`src/rtl/axi4_lite_slave.sv`:
```
// AXI4-Lite register file: Num_Regs x Data_Width, independent write/read FSMs, READY 1 cycle and B/RVALID 2 cycles after valids.
// Backpressure: each channel holds its response until B/RREADY and accepts nothing new meanwhile.
module axi4_lite_slave #(
  parameter int Addr_Width = 32,
  parameter int Data_Width = 32,
  parameter int Num_Regs   = 16
) (
  input  logic                  ACLK,
  input  logic                  ARESETN,
  input  logic [Addr_Width-1:0] AWADDR,
  input  logic                  AWVALID,
  output logic                  AWREADY,
  input  logic [Data_Width-1:0] WDATA,
  input  logic                  WVALID,
  output logic                  WREADY,
  output logic [1:0]            BRESP,
  output logic                  BVALID,
  input  logic                  BREADY,
  input  logic [Addr_Width-1:0] ARADDR,
  input  logic                  ARVALID,
  output logic                  ARREADY,
  output logic [Data_Width-1:0] RDATA,
  output logic [1:0]            RRESP,
  output logic                  RVALID,
  input  logic                  RREADY
);

  localparam int Idx_W = $clog2(Num_Regs);
  localparam logic [Addr_Width-1:0] Addr_Limit = Addr_Width'(Num_Regs * 4);
  localparam logic [1:0] Resp_Okay   = 2'b00;
  localparam logic [1:0] Resp_Decerr = 2'b10;

  typedef enum logic [1:0] {W_IDLE, W_ACCEPT, W_RESP} w_state_t;
  typedef enum logic [1:0] {R_IDLE, R_ACCEPT, R_DATA} r_state_t;

  w_state_t w_state, w_next;
  r_state_t r_state, r_next;

  logic [Data_Width-1:0] regs [Num_Regs];

  logic             aw_ok, ar_ok, wr_commit;
  logic [Idx_W-1:0] aw_idx, ar_idx;

  logic                  aw_rdy_d, b_vld_d, ar_rdy_d, r_vld_d;
  logic [1:0]            bresp_d, rresp_d;
  logic [Data_Width-1:0] rdata_d;

  // Unaligned or beyond the register file both map to a decode error.
  assign aw_ok     = (AWADDR[1:0] == 2'b00) && (AWADDR < Addr_Limit);
  assign ar_ok     = (ARADDR[1:0] == 2'b00) && (ARADDR < Addr_Limit);
  assign aw_idx    = AWADDR[Idx_W+1:2];
  assign ar_idx    = ARADDR[Idx_W+1:2];
  assign wr_commit = (w_state == W_ACCEPT) && aw_ok;

  always_ff @(posedge ACLK or negedge ARESETN) begin
    if (!ARESETN) begin
      for (int i = 0; i < Num_Regs; i++) regs[i] <= '0;
    end else if (wr_commit) begin
      regs[aw_idx] <= WDATA;
    end
  end

  // Write channel: state and registered outputs
  always_ff @(posedge ACLK or negedge ARESETN) begin
    if (!ARESETN) begin
      w_state <= W_IDLE;
      AWREADY <= 1'b0;
      WREADY  <= 1'b0;
      BVALID  <= 1'b0;
      BRESP   <= Resp_Okay;
    end else begin
      w_state <= w_next;
      AWREADY <= aw_rdy_d;
      WREADY  <= aw_rdy_d;
      BVALID  <= b_vld_d;
      BRESP   <= bresp_d;
    end
  end

  always_comb begin
    w_next = w_state;
    case (w_state)
      W_IDLE:   if (AWVALID && WVALID) w_next = W_ACCEPT;
      W_ACCEPT: w_next = W_RESP;
      W_RESP:   if (BREADY) w_next = W_IDLE;
      default:  w_next = W_IDLE;
    endcase
  end

  always_comb begin
    aw_rdy_d = (w_next == W_ACCEPT);
    b_vld_d  = (w_next == W_RESP);
    bresp_d  = BRESP;
    if (w_state == W_ACCEPT) bresp_d = aw_ok ? Resp_Okay : Resp_Decerr;
  end

  // Read channel: state and registered outputs
  always_ff @(posedge ACLK or negedge ARESETN) begin
    if (!ARESETN) begin
      r_state <= R_IDLE;
      ARREADY <= 1'b0;
      RVALID  <= 1'b0;
      RDATA   <= '0;
      RRESP   <= Resp_Okay;
    end else begin
      r_state <= r_next;
      ARREADY <= ar_rdy_d;
      RVALID  <= r_vld_d;
      RDATA   <= rdata_d;
      RRESP   <= rresp_d;
    end
  end

  always_comb begin
    r_next = r_state;
    case (r_state)
      R_IDLE:   if (ARVALID) r_next = R_ACCEPT;
      R_ACCEPT: r_next = R_DATA;
      R_DATA:   if (RREADY) r_next = R_IDLE;
      default:  r_next = R_IDLE;
    endcase
  end

  // Same-edge write to the read index is forwarded so the read sees the new value.
  always_comb begin
    ar_rdy_d = (r_next == R_ACCEPT);
    r_vld_d  = (r_next == R_DATA);
    rdata_d  = RDATA;
    rresp_d  = RRESP;
    if (r_state == R_ACCEPT) begin
      rresp_d = ar_ok ? Resp_Okay : Resp_Decerr;
      if (!ar_ok)                             rdata_d = '0;
      else if (wr_commit && aw_idx == ar_idx) rdata_d = WDATA;
      else                                    rdata_d = regs[ar_idx];
    end else if (r_next != R_DATA) begin
      rdata_d = '0;
      rresp_d = Resp_Okay;
    end
  end

endmodule

```
`config.mk`:
```
export PLATFORM = sky130hd
export DESIGN_NAME = axi4_lite_slave
export DESIGN_NICKNAME = d
export VERILOG_FILES = /design/src/rtl/axi4_lite_slave.sv
export SDC_FILE = /design/constraint.sdc
export NUM_CORES = 1
export LEC_CHECK = 0
export CAP_MARGIN = 20
export CELL_PAD_IN_SITES_DETAIL_PLACEMENT = 0
export CELL_PAD_IN_SITES_GLOBAL_PLACEMENT = 1
export CORE_MARGIN = 3
export CORE_UTILIZATION = 55
export CTS_CLUSTER_DIAMETER = 150
export CTS_CLUSTER_SIZE = 10
export DETAILED_ROUTE_END_ITERATION = 12
export HOLD_SLACK_MARGIN = 0.12
export PLACE_DENSITY = 0.9
export SLEW_MARGIN = 10
export SYNTH_ARGS = -nofsm -noshare
export SYNTH_HDL_FRONTEND = slang
export SYNTH_SLANG_ARGS = --single-unit
```
`constraint.sdc`:
```
create_clock -name ACLK -period 4.84 [get_ports ACLK]
set_input_delay 0.484 -clock ACLK [delete_from_list [all_inputs] [get_ports ACLK]]
set_output_delay 0.484 -clock ACLK [all_outputs]
set_load 0.05 [all_outputs]
```
Yosys cells after proc, flatten, opt, wreduce, memory -nomap -nowiden --
Cells that the tools add are included.
Word-level totals: register bits 556, input port bits 103, output and inout port bits 41, logic and storage cells 73
Cells by class: magnitude comparators 5, equality and inequality tests 10, muxes and demuxes 20, bitwise operators 2, reduce and logical (&&, ||, !) cells 11
Operators by type and width (number):
- 512-bit bitwise mux | 1
- 32-bit 2-to-1 mux | 7
- 32-bit binary-select mux with 4-bit select | 1
- 32-bit demux with 4-bit select | 1
- 32-bit by 7-bit < comparator with 1-bit output, second input constant | 2
- 2-bit 2-to-1 mux | 8
- 2-bit one-hot mux with 3 select lines | 2
- 5-bit greater-or-equal comparator, second input constant | 2
- 4-bit NOT with 5-bit output | 2
- 2-bit by 1-bit == test with 1-bit output, second input constant | 4
- 2-bit == test, second input constant | 4
- 2-bit logical NOT | 4
- 1-bit logical AND | 6
- 5-bit by 1-bit < comparator with 1-bit output, second input constant | 1
- 4-bit == test | 1
- 2-bit != test, second input constant | 1
- 2-bit nonzero test | 1

Logic depth before layout (Yosys ltp) --
Gate-level depths: netlist of the first run.
depth in word-level cells 7, depth in mapped cells 8, gate-level depth less buffers 5

Worst setup path after synthesis of the first run --
Ideal clock, no wire load.
path type input -> register, from in ARADDR[3], to reg RDATA[10], library setup time 0.126 ns, arrival time 2.340 ns, required time 4.714 ns, setup slack 2.374 ns, stages on the path 6, buffers on the path 2, cells stage by stage buf_2 -> clkbuf_1 -> mux4_2 -> a221oi_1 -> nor3_1 -> a221o_1
On the way: longest elaborated chain between the ends 7, elaborated cells between the ends (all ways) 11, those cells by class order compare: 1; eq/ne: 1; mux: 6; bitwise: 1; reduce/logical: 2
RTL lines:
- start: declaration | RTL line 19 | input logic [Addr_Width-1:0] ARADDR,
- parallel branches: the longest is 5 deep, another holds 32-bit by 7-bit < comparator with 1-bit output
- 32-bit 2-to-1 mux * | RTL line 132 | if (!ar_ok) rdata_d = '0;
- 32-bit 2-to-1 mux * | RTL line 130 | if (r_state == R_ACCEPT) begin
- end signal: assignment | RTL line 109 | RDATA <= rdata_d;
- end: declaration | RTL line 22 | output logic [Data_Width-1:0] RDATA,
Mark *: on every way between the ends. The select of a mux whose other input is x is not followed. A chain may end at the register's enable or synchronous reset.

Final worst setup path of the first run --
from in AWADDR[0], to reg regs[55] (netlist name)
On the way: longest elaborated chain between the ends 3, elaborated cells between the ends (all ways) 4, those cells by class order compare: 1; reduce/logical: 3
RTL lines:
- start: declaration | RTL line 10 | input logic [Addr_Width-1:0] AWADDR,
- 32-bit by 7-bit < comparator with 1-bit output / 2-bit logical NOT (equally long branches) | RTL line 49 | assign aw_ok = (AWADDR[1:0] == 2'b00) && (AWADDR < Addr_Limit);
- 1-bit logical AND * | RTL line 49
- 1-bit logical AND * | RTL line 53 | assign wr_commit = (w_state == W_ACCEPT) && aw_ok;
- end signal: indexed assignment | RTL line 59 | regs[aw_idx] <= WDATA;
- end: declaration | RTL line 39 | logic [Data_Width-1:0] regs [Num_Regs];
Every way passes the cells marked *; elsewhere a longest branch is shown, timed or not.

==> metrics.txt, run 1 <==
max_slew headroom 25.8%; hold path start WVALID; # DRC 0; clk root buf clkbuf_16; gr usage total 25.3%; final worst path period need 3.21 ns; H-tree depth 2; die area 47700 um2; number of flops mapped to enable cells by yosys 0; Critical Path End Type flop; largest net degree at the start of global routing 132; chip width 218 um; Post-DP HPWL 34900 um; post-cts sizing count 0; r2r worst-path depth 7; GR Overflow Total 0; Seq/Total Area, Yosys 55.9%; initial drt markers 1108; #FFs+latches synth 554; crit path launch type input pin; final critical-path share of the clock period 66.2%; status finished, final reports clean; core footprint 44400 um2; row cnt 77; pre-CTS WS 0.993 ns; global-route wire length before repair 92700 um; wire per inst 26.0 um; crit path max fanout 32; Port Buf Inserts 141; nets 1756; Max Fclk 312 MHz; ys async rst share 100%; slew of the pin with the lowest slew margin 1.11 ns; initial antenna violation count 1; clk slew on worst S/H paths 0.05 ns; DR pass1 iterations 5; total placed cells including tap cells 2181; CTS max path bufs 3; CP arrival 3.69 ns; CTS sink count 554; Crit Reg-Reg Startpoint w_state[1]; Avg Vias per Cell 6.44; placed cell areas 26800 um2; cts bufs inserted 61; hold crit path type input pin to flop; Worst Path Required 5.32 ns; Routability Congestion 0.754; clock skew 0.0126 ns; vias in the first global route 15642; Fin. Hold Viols 0; Synth Flop Type dfrtp_1; Routed WL 58500 um; P&R area growth vs syn 14.7%; P_leak 13.5 nW; final setup margin 1.63 ns; warnings from Yosys 0; CP Class input pin to flop; ANT nets after route 0; Post-Synthesis Cells 1544; RSZ-0062 raised after global routing false; initial core utilization 55.9%; Setup TNS Final 0 ns; Seq. cell area 13900 um2; fillcell total 3068; syn avg cell area 16.1 um2; Hold Buf Count CTS 1; IO Pins 144; worst ir drop on vdd 0.000266 V; clock latency on the worst-skew pair 0.61 ns; Max-Cap Viols 0; Critical Path Start AWADDR[0]; layout cells sized above 1 44.8%; Worst Hold Depth 3; Yosys cell types 36; postcts setup bufs 0; TritonCTS clock tree yes; Final Non-Filler Cells 2247; footprint of the multi-input gates 10400 um2; Ant. Diodes 0; Slew Viols, Final 0; Final Cell Area 28500 um2; area of the mapped netlist 24800 um2; routed vias 14472; Pwr Density 322 nW/um2; final setup fails 0; Die Y 218 um
-- power breakdown --
group	internal [W]	total [W]	switching, W
clock	0.00226	0.00395	0.00169
sequential	0.00466	0.00467	0.0000138
combinational	0.000175	0.000553	0.000378
total	0.00709	0.00917	0.00208
-- worst max-delay path, cell delays in order --
cell and delay (ns):
clkdlybuf4s50_1 0.42, nor4_1 0.34, nand4_1 0.30, or2_1 0.62
buf_4 0.35, nor3_4 0.18, buf_4 0.55, mux2_2 0.41
-- cell type report --
type	count	area share, %
tap	592	2.60
clock buffer	63	5.54
multi-input combinational	843	36.5
timing repair buffer	191	6.57
clock inverter	2	0.0616
sequential	554	48.7
inverter	2	0.0264
-- cells in the final DEF, fill, tap and decap left out, drive strengths merged, types with 2 or more instances in the layout --
master and n:
nand4 4, o32ai 2, inv 3, a22o 31, a221o 32, or4 2
a221oi 31, dfrtp 554, nand2 8, buf 51, nor3 44, clkbuf 64
nor2 3, nor2b 2, nand2b 6, xnor2 4, conb 2, a21o 2
clkdlybuf4s50 138, mux4 128, nor4 20, nor3b 3, mux2 512
-- synth_stat cells, types with 5 or more instances --
cell type	n	share of area, %
a22o_1	31	1.1
mux2_2	475	22
nor3_4	7	0.46
nand2_1	8	0.12
buf_2	55	1.1
nor3_1	35	0.71
mux4_2	128	12
dfrtp_1	554	56
buf_1	5	0.076
clkbuf_1	76	1.1
nor4_1	14	0.35
a221o_1	32	1.3
a221oi_1	31	1.1
nor4_2	6	0.30
nand2b_1	6	0.15
mux2_1	37	1.7
buf_4	6	0.18
-- kinds of logic after synthesis --
kind of cell              Yosys count  synth area share [%]
AOI/OAI and AO/OA                 100                  3.66
buffers and inverters             148                  2.73
DFF                               554                  55.9
muxes                             640                  34.9
and+or+nand+nor                    97                  2.73
xor gates and xnor gates            4                 0.141
other                               1                0.0151
-- per-layer routing --
layer	share of wire, %	track usage [%]
met1	43	35.6
met2	48	40.8
met3	6.1	4.76
met4	2.5	7.20
met5	0.022	0
-- stage by stage --
stage / hold WS, ns / power (W) / util [%]
global route: 0.462 / 0.00948 / 64.1
floorplan: 0.188 / 0.00499 / -
global placement: 0.461 / 0.00530 / 60.5
detailed placement: 0.467 / 0.00531 / 60.5
CTS: 0.427 / 0.00925 / 64.1
finish: 0.448 / 0.00917 / 64.1
-- sequential cells by signal (all words and copies together), names as in the netlist --
| register | cells |
|---|---|
| WREADY | 1 |
| r_state | 2 |
| BRESP | 1 |
| ARREADY | 1 |
| RDATA | 32 |
| RRESP | 1 |
| w_state | 2 |
| regs | 512 |
| BVALID | 1 |
| RVALID | 1 |
-- worst paths after layout --
check	to	slack, ns
worst min-delay path	WREADY	0.45
min in group asynchronous	regs[265]	0.54
max in group asynchronous	regs[253]	3.06
worst min register to register	r_state[0]	0.47
worst max register to register	regs[55]	1.66
worst max-delay path	regs[55]	1.63
Power figures use the tool's default switching activity.
==> inputs of run 2 (changes only) <==
CORE_UTILIZATION = 46   (was 55)
PLACE_DENSITY = 0.81   (was 0.9)
clock period = 2.9 ns   (was 4.84 ns; I/O delays follow)
==> run 2 against run 1 <==
  * Clock skew increased by 0.0090 ns
  * Non-clock buffer count increased by 39
  * Total power increased by 67%
  * Register-to-register slack got worse by 1.4 ns
  * First-iteration DRC count decreased by 21%
  * Combinational power increased by 78%
  * Core utilization decreased by 8.9 points
  * Sequential power increased by 67%
  * Critical path type is now flop to flop
  * Clock power increased by 67%
  * Routed wire length increased by 5.3%
  * Die area increased by 19%
  * Highest routed layer unchanged
==> metrics.txt, run 2 (same netlist as run 1, synthesis figures left out) <==
status finished, final reports clean; GR Overflow Total 0; ANT nets after route 0; initial drt markers 874; vias in the first global route 15940; Combinational Power Share 6.4%; IO Pins 144; TritonCTS clock tree yes; commonest non-fill, non-tap cells in the layout dfrtp_1, mux2_2, clkdlybuf4s50_1; most common cell after layout, fill and taps aside dfrtp_1; fillcell total 4186; Post-DP HPWL 37800 um; final setup fails 0; clock skew 0.0216 ns; Max-Cap Viols 0; H-tree depth 2; post-cts sizing count 0; global-route wire length before repair 97200 um; routed vias 14463; DR pass1 iterations 5; part of the power in registers 50.7%; largest net degree at the start of global routing 103; net switching power 0.00353 W; crit path launch type flop; CP arrival 3.12 ns; die area 56800 um2; RSZ-0062 raised after global routing false; hold crit path type input pin to asynchronous set/reset pin; final critical-path share of the clock period 91.2%; Setup TNS Final 0 ns; row cnt 84; clock power share 42.8%; Internal 0.0118 W; Biggest register regs; WHS 0.230 ns; slowest CP cell dfrtp_1; Port Buf Inserts 141; worst ir drop on vdd 0.000455 V; total placed cells including tap cells 2315; Pwr Density 526 nW/um2; Worst Path Buf+Inv 2; crit-path cells and2b_1 > nand4_1 > or2_1 > buf_12 > nor4_4 > buf_4 > mux2_2; cts bufs inserted 61; crit path max fanout 17; switch share 23.0%; initial core utilization 46.8%; layout cells sized above 1 46.2%; Routability Congestion 0.779; CP Class flop to flop; Slew Viols, Final 0; pre-CTS WS -0.128 ns; initial antenna violation count 2; Final Non-Filler Cells 2381; family with the most delay on the worst path simple AND/OR/NAND/NOR gates; CTS max path bufs 3; P_leak 13.7 nW; nets 1795; slew of the pin with the lowest slew margin 1.01 ns; final worst path period need 2.65 ns; Routed WL 61600 um; core footprint 53000 um2; wire per inst 25.9 um; biggest regs regs x512, RDATA x32; Die Y 238 um; P&R area growth vs syn 17.7%; max_slew headroom 32.4%; gr usage total 22.2%; Avg Vias per Cell 6.07; number of flip-flops in the largest register 512; Ant. Diodes 0; clk slew on worst S/H paths 0.06 ns; Fin. Hold Viols 0; Worst Path Required 3.38 ns; final setup margin 0.255 ns; worst stage delay on the critical path 0.41 ns; # DRC 0; clk root buf clkbuf_16; Max Fclk 378 MHz; chip width 238 um; clock latency on the worst-skew pair 0.61 ns; Critical Path End Type flop; CTS sink count 554; Seq. cell area 13900 um2; footprint of the multi-input gates 10400 um2
-- run 2: changes by cell type in the layout (fill, tap and decap cells not counted), sizes merged --
cell,delta
buf,+39
clkbuf,-1
clkinv,+1
inv,-1
-- run 2: final cells by class --
type | instances | area share, %
sequential | 554 | 47.5
tap | 688 | 2.95
clock buffer | 62 | 5.31
clock inverter | 2 | 0.0857
inverter | 2 | 0.0257
timing repair buffer | 230 | 8.65
multi-input combinational | 843 | 35.5
-- run 2: worst paths after layout --
path / from / to / slack [ns] / cells after the start
worst max-delay path: w_state[1] / regs[470] / 0.25 / 7
worst min-delay path: ARESETN / regs[136] / 0.23 / 2
worst max register to register: w_state[1] / regs[470] / 0.25 / 7
worst min register to register: r_state[1] / ARREADY / 0.47 / 1
max in group asynchronous: ARESETN / RDATA[20] / 1.70 / 3
min in group ACLK: WVALID / w_state[0] / 0.27 / 3
-- run 2: what timing repair did --
action                                  in CTS  in global routing
hold buffers                                 1                  0
hold endpoints to repair                    70                  0
setup buffers                                0                  0
endpoints found under the setup margin       0                  0
-- run 2: worst reg2reg max path: stages, from the launching register on --
cell	delay [ns]
dfrtp_1	0.41
and2b_1	0.37
nand4_1	0.26
or2_1	0.32
buf_12	0.19
nor4_4	0.25
buf_4	0.35
mux2_2	0.38
-- run 2: metal layers --
layer  part of all wire [%]  vias to the layer above  GRT usage (%)
met1                     44                     7855           31.0
met4                    2.3                        4           6.07
met5                  0.044                        -              0
met2                     49                      387           36.4
li1                       -                     6125              -
met3                    5.0                       92           3.79
-- run 2: per-stage QoR --
| stage | instance area [um2] | utilization, % | power [W] |
|---|---|---|---|
| 6_report | 29200 | 55.1 | 0.0154 |
| 5_1_grt | 29200 | 55.1 | 0.0159 |
| 4_1_cts | 29200 | 55.1 | 0.0155 |
| 3_5_place_dp | 27600 | 52.1 | 0.00893 |
| 3_3_place_gp | 27600 | 52.1 | 0.00891 |
| 2_1_floorplan | 24800 | - | 0.00832 |
-- run 2: power by group through the flow --
stage	clock network [W]	registers [W]	logic [W]
after CTS	0.00674	0.00779	0.00100
final	0.00658	0.00779	0.000986
after global routing	0.00706	0.00779	0.00107
after global placement	0	0.00793	0.000981
after detailed placement	0	0.00793	0.000998
after floorplan	0	0.00800	0.000322
